`config.mk`:
```
export PLATFORM = sky130hd
export DESIGN_NAME = reg_cmd_sequencer
export DESIGN_NICKNAME = d
export VERILOG_FILES = /design/src/rtl/reg_cmd_sequencer.sv
export SDC_FILE = /design/constraint.sdc
export NUM_CORES = 1
export LEC_CHECK = 0
export ABC_CLOCK_PERIOD_IN_PS = 4120
export CELL_PAD_IN_SITES_DETAIL_PLACEMENT = 0
export CELL_PAD_IN_SITES_GLOBAL_PLACEMENT = 2
export CORE_MARGIN = 3
export CORE_UTILIZATION = 31
export CTS_CLUSTER_SIZE = 40
export DETAILED_ROUTE_END_ITERATION = 6
export PLACE_DENSITY_LB_ADDON = 0.2
export SYNTH_ARGS = -nofsm -noshare
export SYNTH_HDL_FRONTEND = slang
export SYNTH_SLANG_ARGS = --single-unit
export TNS_END_PERCENT = 50
```
`constraint.sdc`:
```
create_clock -name clk_i -period 4.12 [get_ports clk_i]
set_clock_uncertainty 0.05 [all_clocks]
set_input_delay 0.824 -clock clk_i [delete_from_list [all_inputs] [get_ports clk_i]]
set_output_delay 0.824 -clock clk_i [all_outputs]
set_load 0.02 [all_outputs]
```
`src/rtl/reg_cmd_sequencer.sv`:
```
// Command sequencer for an E/FunSel register: expands one accepted command into
// the per-cycle E/FunSel/I stream and tracks the resulting register value in Shadow.
module reg_cmd_sequencer #(
   parameter int WIDTH = 16,
   parameter int CNT_W = 8
) (
   input  logic             clk_i,
   input  logic             rst_i,
   input  logic             cmd_valid_i,
   output logic             cmd_ready_o,
   input  logic [1:0]       cmd_op_i,
   input  logic [WIDTH-1:0] cmd_data_i,
   input  logic [CNT_W-1:0] cmd_count_i,
   output logic             e_o,
   output logic [1:0]       funsel_o,
   output logic [WIDTH-1:0] i_o,
   output logic [WIDTH-1:0] shadow_o,
   output logic             busy_o,
   output logic             done_o
);

   localparam logic [1:0] OP_DOWN  = 2'b00;
   localparam logic [1:0] OP_UP    = 2'b01;
   localparam logic [1:0] OP_LOAD  = 2'b10;
   localparam logic [1:0] OP_CLEAR = 2'b11;

   typedef enum logic [1:0] {S_IDLE, S_ISSUE, S_DONE} state_e;

   state_e           state_q;
   logic [CNT_W-1:0] cnt_q;
   logic             e_q;
   logic [1:0]       funsel_q;
   logic [WIDTH-1:0] i_q;
   logic [WIDTH-1:0] shadow_q, shadow_d;
   logic             done_q;

   // Shadow follows exactly what the target register does on an enabled edge.
   always_comb begin
      shadow_d = shadow_q;
      if (e_q) begin
         case (funsel_q)
            OP_DOWN:  shadow_d = shadow_q - WIDTH'(1);
            OP_UP:    shadow_d = shadow_q + WIDTH'(1);
            OP_LOAD:  shadow_d = i_q;
            OP_CLEAR: shadow_d = '0;
            default:  shadow_d = shadow_q;
         endcase
      end
   end

   always_ff @(posedge clk_i) begin
      if (rst_i) begin
         state_q  <= S_IDLE;
         cnt_q    <= '0;
         e_q      <= 1'b0;
         funsel_q <= OP_DOWN;
         i_q      <= '0;
         shadow_q <= '0;
         done_q   <= 1'b0;
      end else begin
         shadow_q <= shadow_d;
         case (state_q)
            S_IDLE: begin
               done_q <= 1'b0;
               if (cmd_valid_i) begin
                  if (!cmd_op_i[1] && cmd_count_i == '0) begin
                     // Zero-length step: complete without touching the register.
                     state_q <= S_DONE;
                     done_q  <= 1'b1;
                  end else begin
                     state_q  <= S_ISSUE;
                     e_q      <= 1'b1;
                     funsel_q <= cmd_op_i;
                     i_q      <= (cmd_op_i == OP_LOAD) ? cmd_data_i : '0;
                     cnt_q    <= cmd_op_i[1] ? CNT_W'(1) : cmd_count_i;
                  end
               end
            end
            S_ISSUE: begin
               if (cnt_q == CNT_W'(1)) begin
                  e_q     <= 1'b0;
                  state_q <= S_DONE;
                  done_q  <= 1'b1;
               end else begin
                  cnt_q <= cnt_q - CNT_W'(1);
               end
            end
            S_DONE: begin
               done_q  <= 1'b0;
               state_q <= S_IDLE;
            end
            default: begin
               e_q     <= 1'b0;
               done_q  <= 1'b0;
               state_q <= S_IDLE;
            end
         endcase
      end
   end

   assign cmd_ready_o = (state_q == S_IDLE);
   assign busy_o      = (state_q != S_IDLE);
   assign e_o         = e_q;
   assign funsel_o    = funsel_q;
   assign i_o         = i_q;
   assign shadow_o    = shadow_q;
   assign done_o      = done_q;

endmodule

```
==> impl_metrics.py <==
metrics = {
    "status": {
        "status": "complete, no violations",
    },
    "synth": {
        "yosysWarnings": 0,
        "seq_area_frac_synth_pct": 32.04,
        "synthesis.area_um2": 2874,
        "synth_area_per_cell_um2": 8.050,
        "synth_top_area_share_pct": 32.04,
        "ys_types": 58,
        "synth_top_area_cell": "dfxtp_1",
        "yosysMostFrequentCell": "dfxtp_1",
        "synthArstFlopShare_pct": 0,
        "synth_edf_count": 0,
        "synthCells": 357,
        "syn_nets": 404,
        "ys_top_cells_by_count": "dfxtp_1, nand2_1, a21oi_1",
        "synth_ff_type": "dfxtp_1",
        "ys_seq_elements": 46,
        "synth_area_leaders": "dfxtp_1, a21oi_1, ha_1",
    },
    "floorplan": {
        "dieArea_um2": 10460,
        "start_util_pct": 32.48,
        "die_h_um": 102.3,
        "fp.dieW_um": 102.3,
        "ios": 67,
        "fp.coreArea_um2": 8848,
        "rows": 34,
    },
    "power": {
        "power_density_nw_per_um2": 465.2,
        "p_leak_nw": 1.353,
        "p_switching_w": 0.0006691,
        "comb_power_share_pct": 48.1,
        "ir_worst_vdd_uv": 180.9,
        "power.internal_w": 0.001055,
        "p_seq_share_pct": 31.8,
        "p_sw_share_pct": 38.80,
        "p_clk_share_pct": 20.1,
    },
    "clocking": {
        "hold_buffers": 0,
        "insertion_delay_ns": 0.30,
        "cts_num_sinks": 46,
        "cts_buffer_depth": 2,
        "cts_resized": 0,
        "cts_tree": "done",
        "postCtsSetupBuffers": 0,
        "clk_pin_slew_ns": 0.10,
        "cts_root_buf": "clkbuf_8",
        "htree_levels": 2,
        "tritoncts.num_buffers": 5,
    },
    "sta": {
        "worst_slack_ns": 1.105,
        "slew_headroom_pct": 40.13,
        "tightest_slew_ns": 0.8962,
        "finalSetupViolCount": 0,
        "period_share_pct": 73.18,
        "final.min_clock_period_ns": 3.015,
        "rsz0062_at_grt": "false",
        "clock.fmax_mhz": 331.7,
        "drv_slew": 0,
        "final_hold_viol_count": 0,
        "finalSetupTns_ns": 0,
    },
    "placement": {
        "portBuffers": 66,
        "gp_congestion": 0.8147,
        "hpwl_mm": 6.250,
        "place_ws_ns": 1.109,
    },
    "drt": {
        "drc": 0,
        "avgRoutedWirePerCell_um": 16.18,
        "drtAntennaViolNets": 0,
        "wl_mm": 8.496,
        "num_vias": 2770,
        "dr.pass1.iters": 6,
        "vias_per_cell": 5.276,
        "drtIter0Drc": 139,
    },
    "global_routing": {
        "antenna_found_initial": 0,
        "grt.total_usage_pct": 16.96,
        "grt_max_degree": 35,
        "grt_pass1_wl_mm": 14.11,
        "overflow": 0,
        "grt_pass1_vias": 2679,
    },
    "finish": {
        "drive_gt1_share_pct": 8.633,
        "syn2layout_area_growth_pct": 28.95,
        "n_antenna_cell": 0,
        "finalNetCount": 463,
    },
    "flow_run": {
        "drv_cap": 0,
    },
    "setup_path": {
        "cp.arrival_ns": 3.18,
        "critPathKind": "flop to flop",
        "cp-start-kind": "flop",
        "path_max_fanout": 16,
        "worstSetupEndpointType": "flop",
        "required_ns": 4.29,
        "reg2regPathDepth": 8,
    },
    "worst_hold_path": {
        "holdCritPathClass": "flop to flop",
        "min_path_cells": 2,
    },
}
==> through the flow <==
stage / utilization, % / instance area (µm²) / hold slack (ns) / total power [W] / instances
after global placement: 40.65 / 3597 / 0.4140 / 0.001388 / 517
after global routing: 41.88 / 3706 / 0.4481 / 0.001861 / 525
final: 41.88 / 3706 / 0.4310 / 0.001724 / 525
after detailed placement: 40.65 / 3597 / 0.4226 / 0.001387 / 517
after floorplan: - / 2874 / 0.4035 / 0.001161 / 357
after CTS: 41.88 / 3706 / 0.4406 / 0.001738 / 525
==> flip-flops by register name, summed over array words and instances (netlist names) <==
signal,flops
funsel_o,2
i_o,16
state_q,2
e_o,1
done_o,1
cnt_q,8
shadow_o,16
==> worst max-delay path, cell delays in order (launching register included) <==
cell and delay [ns]:
dfxtp_1 0.58, nand2b_1 0.50, fa_1 0.62, a211oi_2 0.33, o21ai_2 0.12, a41oi_2 0.28, o21bai_2 0.11, xnor2_1 0.12
a211oi_1 0.21
==> layout by cell type, fill, tap and decap left out, types with 5 or more instances in the layout <==
cell	netlist	routed
a211oi_1	11	11
a21oi_1	43	43
clkbuf_8	1	5
clkdlybuf4s50_1	0	65
dfxtp_1	46	46
ha_1	17	17
inv_1	7	7
nand2_1	45	45
nand3_1	21	21
nor2_1	27	27
nor2b_1	6	6
nor3_1	5	5
o21ai_0	16	16
o21ai_1	5	5
o22ai_1	5	5
xnor2_1	8	8
xor2_1	5	5
==> final timing paths <==
kind	endpoint	slack [ns]	start
setup / recovery	shadow_o[12]	1.10	funsel_o[0]
hold / removal	i_o[4]	0.43	i_o[4]
setup reg to reg	shadow_o[12]	1.10	funsel_o[0]
hold reg to reg	i_o[4]	0.43	i_o[4]
==> routing by layer <==
metal | track usage (%) | vias to the layer above | wire length [µm]
met5 | 0 | - | 0
met4 | 3.330 | 0 | 36
met3 | 2.935 | 2 | 461
met2 | 25.69 | 65 | 3655
met1 | 25.28 | 1277 | 4342
li1 | - | 1426 | -
==> logic make-up after synthesis <==
group                    after synthesis  share of synthesized area [%]
AO/OA/AOI/OAI                        124                          29.52
XOR/XNOR                              13                          3.962
adder cells (fa/ha/maj)               18                          8.097
buffers and inverters                 25                          4.310
flip-flops                            46                          32.04
multiplexers                           1                         0.3483
AND/OR/NAND/NOR                      130                          21.72
==> cell type report <==
class	instances	area, µm²
clock buffer	5	68.82
clock inverter	3	40.04
fill	911	5142
inverter	7	26.28
multi-input combinational	286	1829
sequential	46	920.9
tap	108	135.1
timing repair buffer	70	685.7
==> power by group through the flow <==
stage | Sequential (W) | Clock, W | Combinational [W]
floorplan | 0.000588 | 0 | 0.000573
global placement | 0.000559 | 0 | 0.000829
detailed placement | 0.000558 | 0 | 0.000828
CTS | 0.000548 | 0.000356 | 0.000834
global route | 0.000555 | 0.000376 | 0.000929
finish | 0.000548 | 0.000346 | 0.000830
Power figures use the tool's default switching activity.
